**config.mk**
```make
export PLATFORM = sky130hd
export DESIGN_NAME = fb_scanout
export DESIGN_NICKNAME = d
export VERILOG_FILES = /design/src/rtl/fb_scanout.sv
export SDC_FILE = /design/constraint.sdc
export NUM_CORES = 1
export LEC_CHECK = 0
export CORE_ASPECT_RATIO = 0.6
export CORE_UTILIZATION = 50
export DETAILED_ROUTE_END_ITERATION = 8
export PLACE_DENSITY_LB_ADDON = 0.08
export SYNTH_ARGS = -nofsm -noshare
export SYNTH_HDL_FRONTEND = slang
export SYNTH_SLANG_ARGS = --single-unit
```
**constraint.sdc**
```tcl
create_clock -name clk_in -period 4.9 [get_ports clk_in]
set_input_delay 0.49 -clock clk_in [delete_from_list [all_inputs] [get_ports clk_in]]
set_output_delay 0.49 -clock clk_in [all_outputs]
set_load 0.03 [all_outputs]
```
**src/rtl/fb_scanout.sv**
```systemverilog
// Frame-buffer scanout: video-timed BRAM reads, 2-bit palette to RGB,
// sync/blank alignment and front/back buffer swap handshake.
module fb_scanout #(
  parameter int unsigned ROW_STRIDE   = 640,
  parameter int unsigned READ_LATENCY = 2,
  parameter int unsigned ACTIVE_H     = 1280,
  parameter int unsigned ACTIVE_V     = 720,
  parameter logic [23:0] HILITE_COLOR = 24'hFF_00_00
) (
  input  logic        clk_in,
  input  logic        rst_in,
  input  logic [10:0] hcount_in,
  input  logic [9:0]  vcount_in,
  input  logic        hsync_in,
  input  logic        vsync_in,
  input  logic        active_draw_in,
  output logic [18:0] fb_addr_out,
  output logic        fb_sel_out,
  input  logic [1:0]  fb_data_in,
  input  logic        swap_req_in,
  output logic        swap_ack_out,
  output logic [7:0]  red_out,
  output logic [7:0]  green_out,
  output logic [7:0]  blue_out,
  output logic        hsync_out,
  output logic        vsync_out,
  output logic        active_out,
  output logic [7:0]  frame_count_out
);

  localparam int unsigned DEPTH = READ_LATENCY + 2;

  logic             in_region;
  logic [18:0]      addr_nxt;
  logic [DEPTH-1:0] hs_d;
  logic [DEPTH-1:0] vs_d;
  logic [DEPTH-1:0] act_d;
  logic [23:0]      pal;
  logic             at_pt;
  logic             pt_q;
  logic             swap_pt;
  logic             do_swap;
  logic             pending;

  assign in_region = (hcount_in < 11'(ACTIVE_H))
                  && (vcount_in < 10'(ACTIVE_V));

  assign addr_nxt = 19'(hcount_in[10:1])
                  + 19'(ROW_STRIDE) * 19'(vcount_in[9:1]);

  always_ff @(posedge clk_in) begin
    if (rst_in) begin
      fb_addr_out <= '0;
    end else if (in_region) begin
      fb_addr_out <= addr_nxt;
    end
  end

  // Controls ride alongside the address/BRAM/palette path.
  always_ff @(posedge clk_in) begin
    if (rst_in) begin
      hs_d  <= '0;
      vs_d  <= '0;
      act_d <= '0;
    end else begin
      hs_d  <= {hs_d[DEPTH-2:0], hsync_in};
      vs_d  <= {vs_d[DEPTH-2:0], vsync_in};
      act_d <= {act_d[DEPTH-2:0], active_draw_in};
    end
  end

  assign hsync_out  = hs_d[DEPTH-1];
  assign vsync_out  = vs_d[DEPTH-1];
  assign active_out = act_d[DEPTH-1];

  always_comb begin
    pal = 24'h00_00_00;
    unique case (fb_data_in)
      2'b00: pal = 24'h00_00_00;
      2'b01: pal = 24'h11_11_11;
      2'b10: pal = 24'h77_77_77;
      2'b11: pal = HILITE_COLOR;
    endcase
  end

  always_ff @(posedge clk_in) begin
    if (rst_in) begin
      {red_out, green_out, blue_out} <= '0;
    end else if (act_d[DEPTH-2]) begin
      {red_out, green_out, blue_out} <= pal;
    end else begin
      {red_out, green_out, blue_out} <= '0;
    end
  end

  // Swap only on the first cycle of the vblank start position.
  assign at_pt   = (vcount_in == 10'(ACTIVE_V))
                && (hcount_in == 11'd0);
  assign swap_pt = at_pt && !pt_q;
  assign do_swap = swap_pt && (pending || swap_req_in);

  always_ff @(posedge clk_in) begin
    if (rst_in) begin
      pt_q            <= 1'b0;
      pending         <= 1'b0;
      fb_sel_out      <= 1'b0;
      swap_ack_out    <= 1'b0;
      frame_count_out <= '0;
    end else begin
      pt_q         <= at_pt;
      swap_ack_out <= do_swap;
      if (swap_pt) begin
        pending <= 1'b0;
      end else if (swap_req_in) begin
        pending <= 1'b1;
      end
      if (do_swap) begin
        fb_sel_out      <= ~fb_sel_out;
        frame_count_out <= frame_count_out + 8'd1;
      end
    end
  end

endmodule

```
==> qor.txt <==
Max FO, Critical Path -> 5
register area share after synthesis -> 0.371
GRT Residual Overflow -> 0
R2R setup slack -> 3.40 ns
synth unique cells -> 47
clock power share -> 0.270
Finish-stage setup viols -> 0
leakage power -> 0.00131 uW
average cell area after synthesis -> 9.41 um2
reg-to-reg critical path startpoint -> pt_q$_SDFF_PP0_
num rows -> 19
vias in the first global route -> 1838
Multi-input gate area -> 1420 um2
fin crit share -> 0.656
Int Power -> 637 uW
Worst slew margin -> 0.415
Total Wirelength -> 5560 um
CTS tree -> done
crit path max-delay cell type -> clkdlybuf4s50_1
clock root buffer -> clkbuf_8
Filler cells -> 374
H-Tree Depth -> 2
Post-Synth XOR/XNOR Area -> 0.0701
CP required -> 5.12 ns
adder-cell share of the synthesized area -> 0.117
max-cap violations -> 0
clock transition at the registers of the reported paths -> 0.09 ns
FF-to-FF path depth -> 4
outcome -> complete, no violations
mux cell area share after synthesis -> 0.00387
dpl hpwl -> 4170 um
Setup crit end -> fb_addr_out[17]$_SDFFE_PP0P_
synth warn -> 0
initial antenna violation count -> 0
buffers added on ports -> 80
sequential share of power -> 0.448
initial drt markers -> 123
startpoint of the lowest-slack hold path -> hs_d[1]$_SDFF_PP0_
Clock Sink Count -> 48
Post-Synth Simple-Gate Area -> 0.224
switching share of power -> 0.320
Comb pwr share -> 0.283
cts hold-fix bufs -> 0
fmax -> 311 MHz
Max Slew Vio Count -> 0
number of synthesized flops with an enable pin -> 0
Critical Path End Type -> flip-flop
ys flop type -> dfxtp_1
starting density of the core -> 0.542
Vias/cell -> 5.11
final period demand of the worst path -> 3.21 ns
core area -> 4780 um2
Setup Crit Path Kind -> input port to flip-flop
P&R area growth vs syn -> 31.0%
Setup crit start -> vcount_in[2]
ANT cells -> 0
final estimated routing congestion in global placement -> 0.854
Final ANT Viol Nets -> 0
largest net degree at the start of global routing -> 45
RR Endpoint -> frame_count_out[7]$_SDFFE_PP0P_
setup TNS -> 0 ns
most common cell after layout, fill and taps aside -> clkdlybuf4s50_1
DP Area -> 3290 um2
Hold Fails Final Rpt -> 0
number of remaining DRC errors -> 0
Synth Instances -> 275
WP data arrival -> 3.44 ns
Netlist Area Pre-Place -> 2590 um2
Switch Pwr -> 299 uW
startpoint type of the worst setup path -> input port
fraction of layout cells with a size suffix above 1 -> 0.0855
Pre-Repair DR Iteration Count -> 4
register area -> 961 um2
Clock Latency Late Sink -> 0.30 ns
Num CTS Buffers -> 5
post-route cell area -> 3390 um2
Most Frequent Cell on Critical Path -> ha_1
Final nets -> 390
worst slew pin tran -> 0.878 ns
Power Density -> 276 nW/um2
All-Layer GR Usage -> 0.216
die area -> 5480 um2
Layout Skew -> 0.00365 ns
first-pass GRT wire length -> 8870 um
post-CTS setup buffer count -> 0
RSZ-0062 raised after global routing -> no
largest family of logic cells by synthesized area -> simple AND/OR/NAND/NOR gates
peak supply drop -> 0.000220 V
crit-path cells -> clkdlybuf4s50_1, ha_1, ha_1, fa_1, a211oi_2, o21ai_1, a211oi_4, nand3_2, xor2_1, o31ai_2
complex-gate fraction of the synthesized area -> 0.128
routed vias -> 2053
CTS Buffer Depth -> 2
die height -> 57.7 um
commonest non-fill, non-tap cells in the layout -> clkdlybuf4s50_1 (80), dfxtp_1 (48), nor2_1 (26)
asr flop ratio synth -> 0
worst hold slack -> 0.449 ns
io pins -> 85
Yosys reg bits -> 48
Hold Path Class -> flip-flop to flip-flop
CTS resizes -> 0
routed len/inst -> 13.8 um
CP max stage delay -> 0.56 ns
die width -> 94.9 um
flip-flops by register name (all words and copies together) (netlist names):
register         cells
hs_d                 4
pt_q                 1
swap_ack_out         1
frame_count_out      8
pending              1
fb_sel_out           1
green_out            2
act_d                4
red_out              3
fb_addr_out         19
vs_d                 4
how the worst min path moves through the flow:
stage / end / slack [ns] / cells after the start
floorplan: act_d[1]$_SDFF_PP0_ / 0.41 / 1
global placement: act_d[2]$_SDFF_PP0_ / 0.42 / 1
detailed placement: act_d[1]$_SDFF_PP0_ / 0.43 / 1
CTS: act_d[1]$_SDFF_PP0_ / 0.45 / 1
global route: vs_d[1]$_SDFF_PP0_ / 0.47 / 1
finish: hs_d[2]$_SDFF_PP0_ / 0.45 / 1
through the flow:
| stage | std cells | util | total power (uW) | setup WS (ns) |
|---|---|---|---|---|
| after floorplan | 278 | - | 607 | 2.16 |
| after global placement | 394 | 0.689 | 687 | 1.47 |
| after detailed placement | 394 | 0.689 | 690 | 1.44 |
| after CTS | 402 | 0.710 | 943 | 1.74 |
| after global routing | 402 | 0.710 | 987 | 1.58 |
| final | 402 | 0.710 | 936 | 1.69 |
per-layer routing:
metal	routed length (um)	vias up	GRT usage
met5	0	-	0
li1	-	1044	-
met2	2240	80	0.314
met4	93	0	0.0801
met3	418	8	0.0604
met1	2810	921	0.306
kinds of logic after synthesis:
group,after synthesis
buffers and inverters,35
muxes,1
DFF,48
xor gates and xnor gates,19
other,1
AOI/OAI and AO/OA,44
and+or+nand+nor,104
adders and majority gates,23
synth_stat cells, types with 2 or more instances:
cell / number / share of area
nand3_1: 5 / 0.0097
nor2b_1: 15 / 0.036
clkbuf_1: 6 / 0.0087
and3_1: 2 / 0.0048
nand4_1: 3 / 0.0073
nor4b_2: 2 / 0.012
buf_4: 21 / 0.061
and2_1: 8 / 0.019
nor4_2: 2 / 0.0097
inv_1: 7 / 0.010
o21ai_0: 5 / 0.0097
xnor2_1: 7 / 0.024
nor4_4: 2 / 0.016
o21ai_1: 3 / 0.0058
dfxtp_1: 48 / 0.37
xor2_2: 2 / 0.013
a211oi_1: 5 / 0.015
fa_1: 2 / 0.015
xor2_1: 10 / 0.034
nor3_1: 8 / 0.015
nand2_1: 24 / 0.035
a21oi_1: 14 / 0.027
a211oi_2: 3 / 0.015
o2111ai_2: 2 / 0.012
nor2_1: 26 / 0.038
ha_1: 21 / 0.10
nand3_2: 2 / 0.0077
final cells by class:
cell class	instances	area share
Multi-Input combinational cell	195	0.418
Sequential cell	48	0.283
Inverter	7	0.00775
Clock buffer	6	0.0244
Tap cell	63	0.0232
Timing Repair Buffer	81	0.238
Clock inverter	2	0.00443
power groups by stage:
stage | Clock, uW | Sequential, uW | Combinational, uW
after global routing | 278 | 421 | 287
after detailed placement | 0 | 428 | 262
after CTS | 261 | 419 | 263
final | 252 | 419 | 264
after global placement | 0 | 427 | 261
after floorplan | 0 | 458 | 149
critical path, delay by kind of cell:
kind | cells | cell delay, ns
buffers and inverters | 1 | 0.56
xor gates and xnor gates | 1 | 0.16
adders and majority gates | 3 | 0.97
and+or+nand+nor | 1 | 0.11
AOI/OAI and AO/OA | 4 | 1.12
Note: power is estimated with default switching activity, not from simulation.
